### src/rtl/pb_irq_controller.sv
// KCPSM6 interrupt controller: edge-latched sources, mask/enable gating, priority vector
// and an ASSERT/SERVICE handshake that waits for an EOI before raising the next request.
module pb_irq_controller #(
  parameter int          NUM_SRC   = 8,
  parameter logic [7:0]  BASE_PORT = 8'h40
) (
  input  logic               clk,
  input  logic               reset_n,
  input  logic [NUM_SRC-1:0] irq_src,
  input  logic [7:0]         port_id,
  input  logic               write_strobe,
  input  logic [7:0]         out_port,
  input  logic               read_strobe,
  output logic [7:0]         rd_data,
  output logic               rd_hit,
  output logic               interrupt,
  input  logic               interrupt_ack
);

  typedef enum logic [1:0] {ST_IDLE, ST_ASSERT, ST_SERVICE} state_t;

  state_t             state, next_state;
  logic [NUM_SRC-1:0] sync1, sync2, sync3;
  logic [NUM_SRC-1:0] edge_det, pending, mask, active;
  logic [NUM_SRC-1:0] ack_onehot, pend_clr, pend_next;
  logic [2:0]         lowest_id, vec_id;
  logic               ctrl_en, vec_valid;
  logic               wr_hit, wr_pend, wr_mask, wr_vec, wr_ctrl;
  logic               take_ack, eoi, int_next;
  logic [7:0]         rd_mux;

  // Read strobe carries no side effects; the read path runs every cycle.
  logic unused_inputs;
  assign unused_inputs = ^{read_strobe, out_port};

  assign wr_hit  = write_strobe && (port_id[7:2] == BASE_PORT[7:2]);
  assign wr_pend = wr_hit && (port_id[1:0] == 2'd0);
  assign wr_mask = wr_hit && (port_id[1:0] == 2'd1);
  assign wr_vec  = wr_hit && (port_id[1:0] == 2'd2);
  assign wr_ctrl = wr_hit && (port_id[1:0] == 2'd3);

  // NOTE: sequential state uses non-blocking assignments and an asynchronous reset so every
  // flop clears the moment reset_n falls, independent of the clock.
  always_ff @(posedge clk or negedge reset_n) begin
    if (!reset_n) begin
      sync1 <= '0;
      sync2 <= '0;
      sync3 <= '0;
    end else begin
      sync1 <= irq_src;
      sync2 <= sync1;
      sync3 <= sync2;
    end
  end

  assign edge_det = sync2 & ~sync3;
  assign active   = pending & mask;

  // NOTE: combinational blocks assign every output a default first so no latch is inferred.
  always_comb begin
    lowest_id  = '0;
    ack_onehot = '0;
    for (int i = NUM_SRC - 1; i >= 0; i--) begin
      if (active[i]) begin
        lowest_id     = 3'(i);
        ack_onehot    = '0;
        ack_onehot[i] = 1'b1;
      end
    end
  end

  always_ff @(posedge clk or negedge reset_n) begin
    if (!reset_n) state <= ST_IDLE;
    else          state <= next_state;
  end

  always_comb begin
    next_state = state;
    case (state)
      ST_IDLE:    if (ctrl_en && (|active)) next_state = ST_ASSERT;
      ST_ASSERT: begin
        if (!ctrl_en || !(|active)) next_state = ST_IDLE;
        else if (interrupt_ack)     next_state = ST_SERVICE;
      end
      ST_SERVICE: if (wr_vec) next_state = ST_IDLE;
      default:    next_state = ST_IDLE;
    endcase
  end

  always_comb begin
    take_ack = 1'b0;
    eoi      = 1'b0;
    int_next = 1'b0;
    case (state)
      ST_ASSERT: begin
        take_ack = (next_state == ST_SERVICE);
        int_next = (next_state == ST_ASSERT);
      end
      ST_SERVICE: eoi = (next_state == ST_IDLE);
      default: ;
    endcase
  end

  // A new edge outranks a clear landing on the same bit in the same cycle.
  assign pend_clr  = (wr_pend ? out_port[NUM_SRC-1:0] : '0) | (take_ack ? ack_onehot : '0);
  assign pend_next = (pending & ~pend_clr) | edge_det;

  always_ff @(posedge clk or negedge reset_n) begin
    if (!reset_n) begin
      pending   <= '0;
      mask      <= '0;
      ctrl_en   <= 1'b0;
      vec_valid <= 1'b0;
      vec_id    <= '0;
      interrupt <= 1'b0;
    end else begin
      pending   <= pend_next;
      interrupt <= int_next;
      if (wr_mask) mask    <= out_port[NUM_SRC-1:0];
      if (wr_ctrl) ctrl_en <= out_port[0];
      if (take_ack) begin
        vec_valid <= 1'b1;
        vec_id    <= lowest_id;
      end else if (eoi) begin
        vec_valid <= 1'b0;
      end
    end
  end

  always_comb begin
    rd_mux = '0;
    case (port_id[1:0])
      2'd0:    rd_mux[NUM_SRC-1:0] = pending;
      2'd1:    rd_mux[NUM_SRC-1:0] = mask;
      2'd2:    rd_mux = {vec_valid, 4'b0000, vec_id};
      default: rd_mux = {7'b0000000, ctrl_en};
    endcase
  end

  always_ff @(posedge clk or negedge reset_n) begin
    if (!reset_n) begin
      rd_data <= '0;
      rd_hit  <= 1'b0;
    end else begin
      rd_data <= rd_mux;
      rd_hit  <= (port_id[7:2] == BASE_PORT[7:2]);
    end
  end

endmodule

### config.mk
export PLATFORM = sky130hd
export DESIGN_NAME = pb_irq_controller
export DESIGN_NICKNAME = d
export VERILOG_FILES = /design/src/rtl/pb_irq_controller.sv
export SDC_FILE = /design/constraint.sdc
export NUM_CORES = 1
export LEC_CHECK = 0
export CORE_ASPECT_RATIO = 0.5
export CORE_MARGIN = 2
export CORE_UTILIZATION = 51
export CTS_CLUSTER_DIAMETER = 200
export DETAILED_ROUTE_END_ITERATION = 12
export PLACE_DENSITY = 0.78
export SYNTH_ARGS = -nofsm -noshare
export SYNTH_HDL_FRONTEND = slang
export SYNTH_SLANG_ARGS = --single-unit
### constraint.sdc
create_clock -name clk -period 1.9 [get_ports clk]
set_input_delay 0.38 -clock clk [delete_from_list [all_inputs] [get_ports clk]]
set_output_delay 0.38 -clock clk [all_outputs]
set_load 0.005 [all_outputs]
==> out/metrics.yaml <==
die:
  io_pins: 39
  die_w_um: 96.80
  core-area_um2: 4024
  rows: 16
  die_y_um: 50.40
  die_area_um2: 4878
  initial_core_util_pct: 54.57
final_layout:
  seqCellArea_um2: 1426
  fillers: 270
  diodes: 0
  nNetsFinal: 253
  post_route_cells_drive_above_1_share_pct: 16.59
  multiInputGateArea_um2: 713.2
  final_cells: 283
  final_cell_area_um2: 2899
  area_growth_syn_to_layout_pct: 32.02
worst_hold_path:
  hp-class: "in -> async"
place:
  place_ws_ns: -0.2917
  portBuffers: 37
  dp_hpwl_um: 3089
  place_inst: 267
  gp_congestion: 0.8025
  placed_cell_area_um2: 2710
setup_path:
  reg2reg_depth: 4
  path_class: "in -> reg"
  rr_endpoint: "vec_valid"
  r2r-start: "mask[4]"
  worstPathRequired_ns: 2.11
  ff2ff_setup_slack_ns: 0.34
  cp_slowest_cell: "or4bb_1"
  crit_chain: "clkdlybuf4s50_1, or4bb_1, nor3_4, buf_12, nand2_1, a32o_1"
  crit_arrival_ns: 2.06
  worstPathMaxFanout: 8
  critPathCaptureType: "flop"
  max_stage_delay_ns: 0.55
  start_kind: "input pin"
synthesis:
  synth_top_family_by_area: "simple AND/OR/NAND/NOR gates"
  synth-simple-area-share_pct: 13.62
  yosysWarningCount: 0
  synth.cell_area_um2: 2196
  synth_compound_area_share_pct: 10.03
  ys_ff_latch: 57
  synthDominantCellAreaShare_pct: 64.96
  synth_adder_area_share_pct: 0
  yosysSeqAreaShare_pct: 64.96
  synth_ff_type: "dfrtp_1"
  synthMuxAreaShare_pct: 8.832
  synth-edff-count: 0
  syn_inst: 169
  yosysTopAreaCell: "dfrtp_1"
  netlist_top_cells_area: "dfrtp_1 65%, mux2_2 4.6%, a32o_1 3.2%"
  synth_fp_nets: 198
  syn_avg_cell_area_um2: 12.99
  synth_most_common_cell: "dfrtp_1"
  synth_commonest_cells: "57 x dfrtp_1, 18 x nand2_1, 10 x inv_1, 10 x nor2_1, 9 x mux2_2"
  ys_types: 32
  synth_async_sr_flop_share_pct: 100.0
  synthXorXnorAreaFrac_pct: 0
power:
  total_power_uw: 2578
  comb_power_share_pct: 8.3
  powerDensity_nw_per_um2: 889.4
  p_switching_uw: 565.0
  p_clk_share_pct: 41.9
  switching_share_pct: 21.91
  ir_drop_mv: 0.5351
  cell_internal_pwr_uw: 2014
  power_leakage_uw: 0.001324
  p_seq_share_pct: 49.9
sta:
  finalHoldWorstSlack_ns: 0.03709
  setup_viol: 0
  skew_ns: 0.004556
  max-slew-margin-rel_pct: 66.56
  fin_ws_ns: 0.05408
  fin_crit_sh_pct: 97.15
  tightest_slew_ns: 0.5016
  finalMaxSlewViolations: 0
  hold_viol_final: 0
  fmax_ghz: 0.5417
  rsz0062_at_grt: "false"
  min_period_ns: 1.846
status:
  status: "finished, final reports clean"
global_routing:
  grt_start_max_net_pins: 58
  grt_pass1_wl_um: 7603
  overflow: 0
  grt_usage_pct: 21.17
  antenna_found_initial: 0
  grt_pass1_vias: 1616
cts:
  cts_root_buf: "clkbuf_8"
  cts_tree: "done"
  cts_setup_buffers: 0
  clock_latency_ns: 0.33
  clk_pin_slew_ns: 0.06
  cts_buffers: 9
  htreeDepth: 3
  clock_sinks: 57
  clockBufferDepth: 2
  ctsHoldBuffers: 0
  cts.repair.resized: 0
routing:
  dr.pass1.iters: 4
  post_drt_via_cell_ratio: 5.544
  post_drt_wl_per_cell_um: 15.87
  drt_iter0_markers: 108
  vias: 1569
  ant_nets: 0
  drc: 0
  drt-total-wl_um: 4492
flow_run:
  max_cap_violations: 0
[layout by cell type (no fill, tap or decap), drive strengths merged, types with 2 or more instances in the layout]
master,n
nand2,18
a22oi,5
nor3,2
inv,10
clkbuf,13
dfrtp,57
mux2i,7
nor2b,2
mux2,9
a21o,3
nor2,10
a21oi,5
nand4,2
buf,11
o21ai,5
a32o,7
nand3,7
clkdlybuf4s50,36
clkinv,2
nand2b,3
[how the worst max path moves through the flow]
stage | startpoint | to | slack [ns] | cells after the start
floorplan | port_id[3] | pending[3] | 0.23 | 4
global placement | port_id[3] | mask[2] | -0.27 | 5
detailed placement | port_id[3] | mask[7] | -0.29 | 5
CTS | port_id[6] | pending[3] | 0.06 | 6
global route | port_id[3] | mask[3] | 0.01 | 5
finish | port_id[6] | pending[2] | 0.05 | 6
[layer usage]
layer	up-vias	share of wire, %	global-route usage, %
li1	716	-	-
met1	793	42	26.26
met2	55	50	33.33
met3	5	8.1	9.889
met4	0	0.47	7.277
met5	-	0	0
[worst max-delay path: cells and delay by family]
kind / cells / cell delay [ns]
AOI/OAI and AO/OA: 1 / 0.25
and+or+nand+nor: 3 / 0.79
buffers and inverters: 2 / 0.64
[logic make-up after synthesis]
| group | count (synthesis) |
|---|---|
| buffers and inverters | 13 |
| AOI/OAI and AO/OA | 30 |
| and+or+nand+nor | 52 |
| DFF | 57 |
| muxes | 17 |
[final cells by class]
cell class                      instances  share of cell area, %
Sequential cell                        57                  49.20
Clock inverter                          3                  1.381
Timing Repair Buffer                   47                  16.06
Clock buffer                           13                  5.136
Multi-Input combinational cell         99                  24.60
Inverter                               10                  1.295
Tap cell                               54                  2.331
[metrics by stage]
stage	utilization [%]	TNS (ns)
final	72.05	0
after global routing	72.05	0
after CTS	72.05	0
after detailed placement	67.35	-4.780
after global placement	67.35	-4.484
after floorplan	-	0
[sequential cells by signal, summed over array words and instances (netlist names)]
signal and cells:
ctrl_en 1, interrupt 1, mask 8, pending 8, rd_data 8, rd_hit 1
state 2, sync1 8, sync2 8, sync3 8, vec_id 3, vec_valid 1
[power groups by stage]
stage / logic, uW / clock network [uW] / registers (uW)
after global routing: 234 / 1170 / 1290
after CTS: 215 / 1100 / 1290
after global placement: 207 / 0 / 1300
final: 213 / 1080 / 1290
after detailed placement: 213 / 0 / 1310
after floorplan: 74.8 / 0 / 1300
Power figures use the tool's default switching activity.
==> patch 1 (same flow settings) <==
Set the parameter `NUM_SRC` to 4 (it was 8).
--- a/src/rtl/pb_irq_controller.sv
+++ b/src/rtl/pb_irq_controller.sv
@@ -3,3 +3,3 @@
 module pb_irq_controller #(
-  parameter int          NUM_SRC   = 8,
+  parameter int          NUM_SRC   = 4,
   parameter logic [7:0]  BASE_PORT = 8'h40
Interface: changed (resized irq_src); port bits go from 39 to 35. No check against the original RTL was run, so the function may have changed too.
==> patch 1 against the unedited design <==
- setup slack improved by 0.048 ns
- clock skew is 0.00098 ns lower
- cell area shrank 39%
- final cell count is 39% lower
- total power shrank 41%
- maximum frequency up 2.7%
- area after synthesis fell by 40%
- wire length shrank 45%
- sequential cell count decreased by 24
==> patch 1: results <==
clocking:
  cts_inserted_buffers: 5
  clk_latency_ns: 0.28
  htree_levels: 2
drt:
  route.detailed.wl_per_inst_um: 14.4
  first_pass_iters: 5
  wl_mm: 2.47
  vias: 890
sta:
  clock-skew-final_ns: 0.00358
  hold_ws_ns: 0.355
outcome:
  status: "complete, no violations"
layout:
  drive_above_1_share_pct: 18.2
synthesis:
  synth.distinct_cells: 30
  syn_inst: 101
  synth-seq-area-share_pct: 62.4
  synthTopCellsByArea: "dfrtp_1 62%, mux2_4 4.5%, nand2_1 4.5%, a32o_1 3.0%, mux2i_1 2.3%"
global_route:
  grt_max_degree: 34
  globalRouteTotalUtil_pct: 18.8
placement:
  port_buffers: 26
  place_congestion: 0.874
  placed_area_mm2: 0.00164
hold_path:
  min_path_type: "flop to flop"
critical_path:
  cpMaxStageDelayCell: "or4_4"
  reg2reg_slack_ns: 0.25
  worstPathMaxFanout: 4
pwr:
  leakage_nw: 0.806
patch 1: worst paths after layout:
path | start | endpoint | depth (start not counted)
worst max-delay path | port_id[4] | mask[2] | 5
worst min-delay path | sync1[2] | sync2[2] | 0
max in group asynchronous | reset_n | state[1] | 2
min in group asynchronous | reset_n | sync1[1] | 2
worst max register to register | mask[2] | vec_id[0] | 4
worst min register to register | sync1[2] | sync2[2] | 0
patch 1: layout make-up:
| type | count | area (um^2) | area share, % |
|---|---|---|---|
| Clock buffer | 5 | 68.8 | 3.91 |
| Clock inverter | 3 | 46.3 | 2.63 |
| Sequential cell | 33 | 826 | 46.9 |
| Tap cell | 35 | 43.8 | 2.49 |
| Timing Repair Buffer | 31 | 300 | 17.1 |
| Multi-Input combinational cell | 61 | 459 | 26.1 |
| Inverter | 4 | 15.0 | 0.853 |
patch 1: cell families after synthesis:
group / synth area share, %
AO/OA/AOI/OAI: 7.09
buffers and inverters: 3.50
flip-flops: 62.4
multiplexers: 10.2
other: 0.283
AND/OR/NAND/NOR: 16.5
patch 1: report_power, final:
part / internal [mW] / switching [mW]
sequential: 0.726 / 0.0138
combinational: 0.0668 / 0.0505
clock: 0.392 / 0.262
total: 1.19 / 0.326
patch 1: worst reg2reg max path: cells and delay by family (launching register included):
| kind | cells | cell delay, ns |
|---|---|---|
| muxes | 1 | 0.28 |
| AOI/OAI and AO/OA | 1 | 0.47 |
| DFF | 1 | 0.44 |
| and+or+nand+nor | 2 | 0.35 |
patch 1: layer usage:
layer / GRT usage [%] / wire length [um] / vias up
li1: - / - / 421
met1: 23.8 / 1140 / 431
met2: 31.3 / 1140 / 36
met3: 7.66 / 177 / 2
met4: 5.45 / 10 / 0
met5: 0 / 0 / -
==> patch 2 (same flow settings) <==
Without the edit above. Reset style: synchronous (`reset_n`), changed in 4 clocked blocks. Comments in the files are not updated.
--- a/src/rtl/pb_irq_controller.sv
+++ b/src/rtl/pb_irq_controller.sv
@@ -43,3 +43,3 @@
   // flop clears the moment reset_n falls, independent of the clock.
-  always_ff @(posedge clk or negedge reset_n) begin
+  always_ff @(posedge clk) begin
     if (!reset_n) begin
@@ -71,3 +71,3 @@
 
-  always_ff @(posedge clk or negedge reset_n) begin
+  always_ff @(posedge clk) begin
     if (!reset_n) state <= ST_IDLE;
@@ -107,3 +107,3 @@
 
-  always_ff @(posedge clk or negedge reset_n) begin
+  always_ff @(posedge clk) begin
     if (!reset_n) begin
@@ -139,3 +139,3 @@
 
-  always_ff @(posedge clk or negedge reset_n) begin
+  always_ff @(posedge clk) begin
     if (!reset_n) begin
Behaviour: differs if reset_n is asserted again (counterexample within 4 cycles, from zero or initial values and one cycle with reset_n low); with reset_n held inactive, the same outputs for 10 cycles.
==> patch 2 against the unedited design <==
- clock skew rose by 0.0034 ns
- sequential power fell by 4%
- register-to-register slack got worse by 0.08 ns
- area after synthesis fell by 1.4%
- core utilization rose by 1.7 points
- setup slack improved by 0.028 ns
- sequential cell count did not move
- non-clock buffer count rose by 9
- total power fell by 7.0%
- cell area rose by 1.4%
- maximum frequency rose by 1.6%
- wire length rose by 3.4%
- hold slack improved by 0.37 ns
- critical path type unchanged
- critical endpoint is now mask[3]
- largest cell class unchanged
==> patch 2: results <==
drt:
  wl_met3_um: 332
  first_pass_iters: 5
  top_layer: "met4"
  drt_iter0_drc: 112
  wl_mm: 4.65
  vias: 1808
  met1_length_mm: 2.07
  wl_met2_mm: 2.16
pwr:
  vdd_ir_drop_max_mv: 0.505
  leakage_nw: 1.24
layout:
  drive_above_1_share_pct: 15.0
  antenna_cells: 0
  fin_nets: 304
  fin_cells: 334
placement:
  pre_cts_slack_ns: -0.360
  port_buffers: 37
  place_congestion: 0.834
  dp_cells: 317
  hpwlAfterDp_mm: 3.33
clocking:
  htree_levels: 3
  clkSlewWorstSetupHoldPaths_ns: 0.07
  cts_root_buffer: "clkbuf_8"
  clk_latency_ns: 0.34
  cts_inserted_buffers: 9
  cts_max_path_buffers: 2
hold_path:
  hold_path_depth: 1
  hold_end: "pending[2]"
  hold_path.startpoint: "sync3[2]"
  min_path_type: "flop to flop"
global_route:
  globalRouteTotalUtil_pct: 22.7
  grt_pass1_wl_mm: 7.75
  grt_max_degree: 43
  grt_pass1_vias: 1707
  antenna_found_initial: 0
outcome:
  status: "complete, no violations"
critical_path:
  cpMaxStageDelayCell: "clkdlybuf4s50_1"
  rr_startpoint: "mask[0]"
  critPathArrivalTime_ns: 2.05
  startpoint: "port_id[3]"
  ff2ff_path_depth: 4
  slowest_delay_ns: 0.43
  reg2reg_slack_ns: 0.26
  worstPathMaxFanout: 8
  r2r-end: "state[1]"
synthesis:
  synthTopCellsByArea: "dfxtp_1 53%, and2_1 7.5%, mux2i_1 7.4%, nand2_1 4.3%, nor2b_1 3.8%"
  syn_nets: 245
  ys_async_sr_fraction_pct: 0
  synth_warnings: 0
  synth.distinct_cells: 41
  synth_common_cells: "57 x dfxtp_1, 26 x and2_1, 25 x nand2_1"
  synth-seq-area-share_pct: 52.7
  syn_area_per_cell_um2: 10.0
sta:
  hold_ws_ns: 0.404
  finalSetupViolCount: 0
  worst_pin_slew_ns: 0.446
  clock-skew-final_ns: 0.00799
[patch 2: cell count changes in the layout (fill, tap and decap cells not counted), sizes merged, moves of 6 or more]
cell   delta
nor2b    +11
a32o      -6
nand2     +7
and2     +25
dfxtp    +57
dfrtp    -57
mux2      -9
mux2i     +9
buf       +8
[patch 2: through the flow]
| stage | cell area [um^2] | setup TNS, ns |
|---|---|---|
| after floorplan | 2170 | 0 |
| after global placement | 2710 | -4.59 |
| after detailed placement | 2710 | -5.23 |
| after CTS | 2900 | 0 |
| after global routing | 2940 | 0 |
| final | 2940 | 0 |
[patch 2: worst max-delay path by stage]
stage            endpoint  slack [ns]  cells after the start
2_1_floorplan     mask[1]        0.19                      5
3_3_place_gp      mask[4]       -0.31                      6
3_5_place_dp   pending[3]       -0.36                      7
4_1_cts           mask[1]      0.0005                      6
5_1_grt           mask[3]        0.05                      6
6_report          mask[3]        0.08                      6
[patch 2: power breakdown]
part	internal, mW	switching (mW)
Clock	0.479	0.518
Sequential	1.23	0.0170
Combinational	0.0984	0.0581
[patch 2: routing by layer]
metal | track usage (%) | vias to the layer above
met5 | 0 | -
met4 | 13.1 | 0
met3 | 9.02 | 9
met2 | 34.6 | 57
met1 | 27.0 | 859
li1 | - | 883
[patch 2: layout make-up]
| class | count | area (um^2) |
|---|---|---|
| Tap cell | 54 | 67.6 |
| Fill cell | 314 | 1040 |
| Clock inverter | 7 | 56.3 |
| Multi-Input combinational cell | 145 | 978 |
| Clock buffer | 9 | 124 |
| Sequential cell | 57 | 1140 |
| Timing Repair Buffer | 56 | 549 |
| Inverter | 6 | 22.5 |
[patch 2: cells by family after synthesis]
kind of cell | Yosys count | synth area share (%)
buffers and inverters | 14 | 2.83
flip-flops | 57 | 52.7
AND/OR/NAND/NOR | 94 | 24.8
multiplexers | 17 | 8.43
AO/OA/AOI/OAI | 34 | 11.3
[patch 2: critical path, delay by kind of cell]
family	cells	cell delay, ns
buf+inv	2	0.59
mux	1	0.18
simple gates	3	0.90
[patch 2: repair_timing]
action	CTS	global route
pin swaps	0	2
setup endpoints to repair	1	11
resized for setup	1	9
buffers inserted	0	1
